<file path="src/rtl/qsys_pio_pkg.sv">
// qsys_pio_pkg
//   Shared definitions for the parametrised input PIO.
//   - ADDR_* : Avalon word addresses of the register map
//   - ARM_W  : width of a counter that must hold the value n
package qsys_pio_pkg;

    localparam logic [2:0] ADDR_DATA   = 3'd0;
    localparam logic [2:0] ADDR_POLAR  = 3'd1;
    localparam logic [2:0] ADDR_MASK   = 3'd2;
    localparam logic [2:0] ADDR_EDGE   = 3'd3;
    localparam logic [2:0] ADDR_ANY    = 3'd4;
    localparam logic [2:0] ADDR_STATUS = 3'd5;

    // Bits needed to count 0..n inclusive, never less than 1.
    function automatic integer ARM_W(input integer n);
        integer w;
        w = 1;
        while ((1 << w) <= n)
            w = w + 1;
        return w;
    endfunction

endpackage

</file>
<file path="src/rtl/qsys_pio_debounce.sv">
// qsys_pio_debounce
//   Per-bit stability filter. Each output bit takes the input value only
//   after that value has differed from the output for DEBOUNCE_CNT
//   consecutive cycles; any cycle where input equals output restarts the
//   count.
// Ports
//   clk    system clock
//   reset  synchronous, active high; outputs and counters cleared
//   din    synchronised input vector
//   dout   filtered vector
module qsys_pio_debounce #(
    parameter int WIDTH        = 8,
    parameter int DEBOUNCE_CNT = 16
) (
    input  logic             clk,
    input  logic             reset,
    input  logic [WIDTH-1:0] din,
    output logic [WIDTH-1:0] dout
);

    localparam int CW = (DEBOUNCE_CNT > 1) ? $clog2(DEBOUNCE_CNT) : 1;
    localparam logic [CW-1:0] CNT_LAST = CW'(DEBOUNCE_CNT - 1);

    genvar i;
    generate
        for (i = 0; i < WIDTH; i++) begin : g_bit
            logic [CW-1:0] cnt_q;
            logic          out_q;

            always_ff @(posedge clk) begin
                if (reset) begin
                    cnt_q <= '0;
                    out_q <= 1'b0;
                end else if (din[i] == out_q) begin
                    cnt_q <= '0;
                end else if (cnt_q == CNT_LAST) begin
                    // DEBOUNCE_CNT-th consecutive differing cycle: accept.
                    cnt_q <= '0;
                    out_q <= din[i];
                end else begin
                    cnt_q <= cnt_q + 1'b1;
                end
            end

            assign dout[i] = out_q;
        end
    endgenerate

endmodule

</file>
<file path="src/rtl/qsys_pio_in_irq.sv">
// qsys_pio_in_irq
//   Avalon-MM input PIO with per-bit edge capture and a level IRQ.
//   Optional build macro PIO_DEBOUNCE_EN inserts a per-bit debounce filter
//   between the synchroniser and the DATA level.
// Ports
//   clk         system clock
//   reset       synchronous, active high
//   address     word address (0 DATA,1 POLAR,2 MASK,3 EDGE,4 ANY,5 STATUS)
//   chipselect  slave select
//   write_n     active-low write strobe
//   writedata   write data
//   readdata    registered read data (1-cycle latency, mux follows address)
//   in_port     asynchronous external inputs
//   irq         level interrupt, active high
module qsys_pio_in_irq
    import qsys_pio_pkg::*;
#(
    parameter int WIDTH        = 8,
    parameter int SYNC_STAGES  = 2,
    parameter int DEBOUNCE_CNT = 16
) (
    input  logic             clk,
    input  logic             reset,
    input  logic [2:0]       address,
    input  logic             chipselect,
    input  logic             write_n,
    input  logic [31:0]      writedata,
    output logic [31:0]      readdata,
    input  logic [WIDTH-1:0] in_port,
    output logic             irq
);

    // Edges are suppressed until the reset value of the history flops has
    // flushed through the whole filter path, so inputs already high at
    // reset do not register as a rise.
`ifdef PIO_DEBOUNCE_EN
    localparam int ARM_CYC = SYNC_STAGES + DEBOUNCE_CNT + 1;
    localparam logic [7:0] DB_FIELD = (DEBOUNCE_CNT > 255) ? 8'd255 : 8'(DEBOUNCE_CNT);
`else
    localparam int ARM_CYC = SYNC_STAGES + 1;
    localparam logic [7:0] DB_FIELD = 8'd0;
`endif
    localparam int AW = ARM_W(ARM_CYC);
    localparam logic [AW-1:0] ARM_LAST = AW'(ARM_CYC);

    // ---------------- synchroniser ----------------
    logic [SYNC_STAGES-1:0][WIDTH-1:0] sync_q;

    always_ff @(posedge clk) begin
        if (reset) begin
            sync_q <= '0;
        end else begin
            sync_q[0] <= in_port;
            for (int k = 1; k < SYNC_STAGES; k++)
                sync_q[k] <= sync_q[k-1];
        end
    end

    logic [WIDTH-1:0] filt;

`ifdef PIO_DEBOUNCE_EN
    qsys_pio_debounce #(
        .WIDTH        (WIDTH),
        .DEBOUNCE_CNT (DEBOUNCE_CNT)
    ) u_debounce (
        .clk   (clk),
        .reset (reset),
        .din   (sync_q[SYNC_STAGES-1]),
        .dout  (filt)
    );
`else
    assign filt = sync_q[SYNC_STAGES-1];
`endif

    // ---------------- edge detect ----------------
    logic [WIDTH-1:0] prev_q;
    logic [WIDTH-1:0] rise, fall, det;
    logic [AW-1:0]    arm_cnt;
    logic             armed;

    always_ff @(posedge clk) begin
        if (reset) begin
            prev_q  <= '0;
            arm_cnt <= '0;
        end else begin
            prev_q <= filt;
            if (!armed)
                arm_cnt <= arm_cnt + 1'b1;
        end
    end

    assign armed = (arm_cnt == ARM_LAST);
    assign rise  = filt & ~prev_q;
    assign fall  = ~filt & prev_q;

    logic [WIDTH-1:0] polar_q, mask_q, edge_q, any_q;

    assign det = (any_q & (rise | fall)) | (~any_q & ((polar_q & fall) | (~polar_q & rise)));

    // ---------------- register file ----------------
    logic             wr;
    logic [WIDTH-1:0] wd;
    logic [WIDTH-1:0] w1c_mask;
    logic [WIDTH-1:0] edge_nxt;
    logic             unused_wd;

    assign wr        = chipselect & ~write_n;
    assign wd        = writedata[WIDTH-1:0];
    assign unused_wd = ^writedata;
    assign w1c_mask  = (wr && address == ADDR_EDGE) ? wd : '0;
    // A detect in the same cycle as a clear wins, so no event is lost.
    assign edge_nxt  = (det & {WIDTH{armed}}) | (edge_q & ~w1c_mask);

    always_ff @(posedge clk) begin
        if (reset) begin
            polar_q <= '0;
            mask_q  <= '0;
            edge_q  <= '0;
            any_q   <= '0;
            irq     <= 1'b0;
        end else begin
            if (wr && address == ADDR_POLAR) polar_q <= wd;
            if (wr && address == ADDR_MASK)  mask_q  <= wd;
            if (wr && address == ADDR_ANY)   any_q   <= wd;
            edge_q <= edge_nxt;
            irq    <= |(edge_q & mask_q);
        end
    end

    // ---------------- read mux ----------------
    logic [31:0] rd_mux;

    always_comb begin
        rd_mux = '0;
        case (address)
            ADDR_DATA:   rd_mux[WIDTH-1:0] = filt;
            ADDR_POLAR:  rd_mux[WIDTH-1:0] = polar_q;
            ADDR_MASK:   rd_mux[WIDTH-1:0] = mask_q;
            ADDR_EDGE:   rd_mux[WIDTH-1:0] = edge_q;
            ADDR_ANY:    rd_mux[WIDTH-1:0] = any_q;
            ADDR_STATUS: rd_mux = {DB_FIELD, 8'(SYNC_STAGES), 8'(WIDTH), 7'd0, irq};
            default:     rd_mux = '0;
        endcase
    end

    always_ff @(posedge clk) begin
        if (reset) readdata <= '0;
        else       readdata <= rd_mux;
    end

endmodule

</file>
<file path="config.mk">
export PLATFORM = sky130hd
export DESIGN_NAME = qsys_pio_in_irq
export DESIGN_NICKNAME = d
export VERILOG_FILES = /design/src/rtl/qsys_pio_pkg.sv /design/src/rtl/qsys_pio_debounce.sv /design/src/rtl/qsys_pio_in_irq.sv
export SDC_FILE = /design/constraint.sdc
export NUM_CORES = 1
export LEC_CHECK = 0
export ABC_AREA = 1
export CORE_UTILIZATION = 49
export DETAILED_ROUTE_END_ITERATION = 10
export PLACE_DENSITY_LB_ADDON = 0.25
export SYNTH_ARGS = -nofsm -noshare
export SYNTH_HDL_FRONTEND = slang
export SYNTH_SLANG_ARGS = --single-unit
export TNS_END_PERCENT = 100
</file>
<file path="constraint.sdc">
create_clock -name clk -period 1.6 [get_ports clk]
set_input_delay 0.32 -clock clk [delete_from_list [all_inputs] [get_ports clk]]
set_output_delay 0.32 -clock clk [all_outputs]
set_load 0.02 [all_outputs]
</file>
# Word-level counts from Yosys, hierarchy flattened
# Index checks and enable logic that the tools add are counted.
dict set report totals {
  ff_bits 91
  input_bits 47
  output_inout_bits 33
  elab_cells 46
}
dict set report classes {
  addsub 1
  n_eq_ne 6
  mux 3
  n_bitwise 20
  reduce_logical 6
}
# op count
set ops {}
lappend ops {{$and 8x8->8} 9}
lappend ops {{$pmux 8 s6} 1}
lappend ops {{$not 8->8} 5}
lappend ops {{$or 8x8->8} 4}
lappend ops {{$mux 10} 1}
lappend ops {{$mux 8} 1}
lappend ops {{$reduce_or 8->1} 1}
lappend ops {{$eq 3x2->1 const B} 2}
lappend ops {{$eq 3x3->1 const B} 2}
lappend ops {{$logic_and 1x1->1} 4}
lappend ops {{$eq 3x1->1 const B} 1}
lappend ops {{$logic_not 3->1} 1}
lappend ops {{$add 2x1->2 const B} 1}
lappend ops {{$eq 2x2->1 const B} 1}
lappend ops {{$and 1x1->1} 1}
lappend ops {{$not 1->1} 1}

# Longest topological paths before layout
dict set report logic_depth {
  depth_word 8
  depth_mapped 8
  ltp_nobuf 7
}

# Least setup slack after synthesis
# OpenSTA, ideal clock, no wires.
dict set report synth_timing {
  path_kind {in2reg}
  startpoint {input write_n}
  endpoint {register mask_q[0]}
  setup_time_ns 0.136
  t_arrival_ns 1.052
  required_time_ns 1.464
  setup_slack_ns 0.412
  stages 6
  path_buffers 0
  path_cell_list {inv_1 -> nand2_1 -> nor2_4 -> inv_4 -> nand2_1 -> a21oi_2}
}
dict set report synth_between {
  elab_chain_len 3
}
# item line
set synth_lines {}
lappend synth_lines {{from (decl)} qsys_pio_in_irq.sv:26} ;# input logic write_n,
lappend synth_lines {{$not 1->1} qsys_pio_in_irq.sv:107} ;# assign wr = chipselect & ~write_n;
lappend synth_lines {{$and 1x1->1} qsys_pio_in_irq.sv:107}
lappend synth_lines {{$logic_and 1x1->1} qsys_pio_in_irq.sv:123} ;# if (wr && address == ADDR_MASK) mask_q <= wd;
lappend synth_lines {{to (signal assigned)} qsys_pio_in_irq.sv:123}
lappend synth_lines {{to (decl)} qsys_pio_in_irq.sv:96} ;# logic [WIDTH-1:0] polar_q, mask_q, edge_q, any_q;
# Every way passes these cells.
# A chain may end at the register's enable or synchronous reset.

# Final worst setup path
dict set report layout_timing {
  startpoint {register readdata[11]}
  endpoint {output readdata[11]}
}
# item line
set layout_rtl {}
lappend layout_rtl {{from (decl)} qsys_pio_in_irq.sv:28} ;# output logic [31:0] readdata,
lappend layout_rtl {{from (signal assigned)} qsys_pio_in_irq.sv:148} ;# else readdata <= rd_mux;
# No word-level cell between the ends.

==> results.txt <==
- The flow ran to the end, and the final reports show no timing, DRC or antenna violations.
- Switching power as a share of total power: 0.252
- The first global-routing pass estimated 12.1 mm of wire.
- Across the run, the number of max-cap violations was 0.
* Cell area after synthesis: 0.00326 sq mm
- Proportion of layout cells with a drive suffix above 1: 0.123
- EDFF count, synth: 0
- The worst hold path was traced through 2 stages.
- The netlist uses 29 different library cells.
* Post-synthesis xor/xnor area fraction: 0.00269
- Data on the critical path arrives at its endpoint at 1.26 ns.
- Fraction of synthesized cell area taken by the top area cell type: 0.417
* Share of power burned in combinational logic: 0.113
- After synthesis, the cell types taking the most area are dfxtp_1 42%, nand2_1 13%, ha_1 6.5%.
- Fraction of the mapped netlist area in compound gates: 0.102
- Synth area leader: dfxtp_1
* Crit Path Category: reg2out
* Area inside the core boundary: 0.00639 sq mm
* Static Leakage: roughly 0.0017 uW
* Final net count: 547
- Once detail routing completed, the nets flagged for antenna violations numbered 0.
- Net load switching power: 872 uW
* Share of total power in sequential cells: 0.513
- Proportion of synthesized area in mux cells: 0
* Worst setup timing slack at the placement stage: -0.163 ns
* Global-route usage over all layers: 0.216
- The count of buffers added on input and output ports is 33.
- In the final routed layout, each cell accounts on average for 12.2 um.
- Height of the chip: 83.6 um
- Part of the cycle the worst path needs: 0.988
- The die covers 0.00699 sq mm.
- The share of the Yosys chip area taken by registers is 0.417.
- In this run the number of cells on the critical path is 1.
- The clock period could shrink to 1.58 ns.
- Timing would allow up to 633 MHz.
- Hpwl dp: 4.81 mm
* Number of rows in the core area: 29
- TritonCTS clock tree: done
- Die width: approximately 84 um
* Post-layout total power: 3460 uW
- Counting cells, the worst reg-to-reg path comes to 5.
- Grouping stages by cell kind, the critical path spends the most delay in buffers and inverters.
* CP Max Fanout: 2
- Length of the first detailed-routing pass in iterations: 4
- Boundary pin count: 80
- After detailed routing, the number of vias per cell comes to 4.99.
- DRC viols: 0
- Endpoint class of the critical path: output port
- The worst hold path begins at sync_q[7]$_SDFF_PP0_.
* Slowest cell delay on critical path: 0.59 ns
* Count of pins over their slew limit: 0
* Routed via count: 2819
* Master cell of the clock root buffer: clkbuf_8
* Cell with the biggest individual delay on the critical path: clkdlybuf4s50_1
* Internal power consumption: 2580 uW
* Deepest clock path buffer count: 2
* PnR worst setup slack: 0.0192 ns
* Clock slew seen by the registers of the worst setup and hold paths: 0.07 ns
- Syn avg cell area: 7.55 sq um
* Reg-to-reg critical path startpoint: arm_cnt[0]$_SDFFE_PP0N_
- By area, the combinational part of the netlist is dominated by simple AND/OR/NAND/NOR gates.
- Data on the critical path is required at its endpoint by 1.28 ns.
- After global routing the overflow that remains totals 0.
- Crit start category: flip-flop
- Dividing total power by cell area gives a power density of 881 mW/mm^2.
- Commonest register cell after synthesis: dfxtp_1
- Number of global-route vias before repair: 2670
* Gp weighted congestion: 0.813
- Post-Synth Adder-Cell Area: 0.0652
* Cells traversed along the worst timing path: clkdlybuf4s50_1
* Buf+Inv Stages, Crit Path: 1
* Layout overhead on the synthesized area: 20.3%
* Post-layout utilization of the core: 0.615
- Entering global routing, the biggest net connects a little under 70 pins.
- Final hold viol count: 0
- The H-tree generated during clock tree synthesis spans 3 levels.
- First-iteration detailed-routing DRC count: 209
- For the worst-skew pair, the clock arrives at the later sink with an insertion delay of 0.34 ns.
* Number of antenna violations at the first check in global routing: 0
- Warning count from the yosys run: 0
* Class of the worst hold path: reg2reg
- For this configuration, the core starts out at a cell density of 0.511.
- The clock net in this run drives a total of 68 sinks.
- Number of failing setup endpoints in the final timing report: 0
- Clock buffer count from CTS: 9
- In this run, synthesis produced a sequential element count of 68.
- VDD sags by at most around 0.64 mV.
* Final antenna diode count: 0
* Clock Skews: between 0.01 and 0.015 ns
- The most critical setup path has its startpoint at readdata[11]$_SDFF_PP0_.
- Drt total wl: 6.91 mm
- Synthesis produced 432 cells.
* Power share of the clock group: 0.374
- In the synthesized netlist the async set-or-reset flop fraction comes to 0.
- Of the total synthesized cell area, the portion taken by AND, OR, NAND and NOR gates is 0.270.
## Yosys cell counts (2+ instances only)
master    number
buf_2          4
dfxtp_1       68
inv_4          3
inv_1         44
nor2_1        41
clkinv_1       2
nand3_1       17
clkbuf_1       4
inv_2          2
a21oi_1       35
buf_4         24
nor2_4         4
a21oi_2        8
o21ai_0       16
nand2_1      112
nand4_1       16
buf_6          4
ha_1          17
## cells by family (layout without fill, tap and decap cells)
logic type / Yosys count / count (layout)
fa+ha+maj: 17 / 17
flops: 68 / 68
buf+inv: 88 / 123
xor+xnor: 1 / 1
compound gates: 60 / 60
other cells: 1 / 22
simple gates: 197 / 197
## registers in the layout, indices dropped and copies added (netlist names)
register and flops:
irq 1, edge_q 8, mask_q 8, any_q 8, polar_q 8, readdata 9, prev_q 8, filt 8
arm_cnt 2, sync_q 8
## cell usage in the layout (no fill, tap or decap)
cell type        count
clkbuf_8            12
buf_2                1
buf_12               5
nor3_1               1
inv_2                2
clkdlybuf4s50_1     28
nand3_4              1
o21ai_0             16
inv_1               44
a21oi_2              8
xor2_1               1
nand3_2              1
nor4_1               1
nand2_1            112
nor2_4               4
ha_1                17
dlygate4sd2_1        1
dfxtp_1             68
nand2_4              1
inv_4                3
dlymetal6s2s_1       3
a21oi_1             35
a31oi_1              1
conb_1              22
clkinv_2             1
clkinv_1             1
buf_4               18
nor2_2               1
nor2_8               1
clkbuf_1             3
clkinvlp_4           1
nor2_1              41
nand3_1             17
nand4_1             16
## worst reg2reg max path, delay by kind of cell (launching register included)
family | cells | cell delay [ns]
adders and majority gates | 1 | 0.26
DFF | 1 | 0.35
buffers and inverters | 1 | 0.27
AOI/OAI and AO/OA | 3 | 0.43
## metal layers
layer | GRT usage | vias up | share of wire
li1 | - | 1429 | -
met1 | 0.287 | 1284 | 0.45
met5 | 0 | - | 0
met2 | 0.341 | 94 | 0.46
met3 | 0.0346 | 12 | 0.068
met4 | 0.103 | 0 | 0.024
## stage by stage
stage               instance area, sq um  setup TNS [ns]  instances  hold WS, ns
floorplan                           3340               0        453        0.388
global placement                    3730           -2.63        549        0.389
detailed placement                  3730           -3.24        549        0.392
CTS                                 3910               0        565        0.400
global route                        3930         -0.0103        565        0.410
finish                              3930               0        565        0.399
## timing repair
item	CTS	global route
gates cloned	0	0
resized for setup	1	4
endpoints found under the setup margin	1	6
setup buffers	0	0
hold buffers	0	0
## area by class of cell
class                      instances  area (sq um)
clock buffer                      15           176
clock inverter                     1          5.00
fill                             582          2460
inverter                          51           203
multi-input combinational        297          1520
sequential                        68          1360
tap                               77          96.3
timing repair buffer              56           567
## power groups by stage
stage               Combinational [uW]  Clock (uW)  Sequential (uW)
finish                             391        1290             1770
global route                       437        1400             1780
CTS                                390        1320             1770
detailed placement                 388           0             1810
global placement                   379           0             1810
floorplan                          273           0             1810
## path summary, 6_finish.rpt
check / slack, ns / endpoint
setup / recovery: 0.02 / readdata[11]
setup reg to reg: 0.22 / edge_q[0]$_SDFF_PP0_
hold reg to reg: 0.40 / filt[7]$_SDFF_PP0_
hold / removal: 0.40 / filt[7]$_SDFF_PP0_
Note: power is estimated with default switching activity, not from simulation.
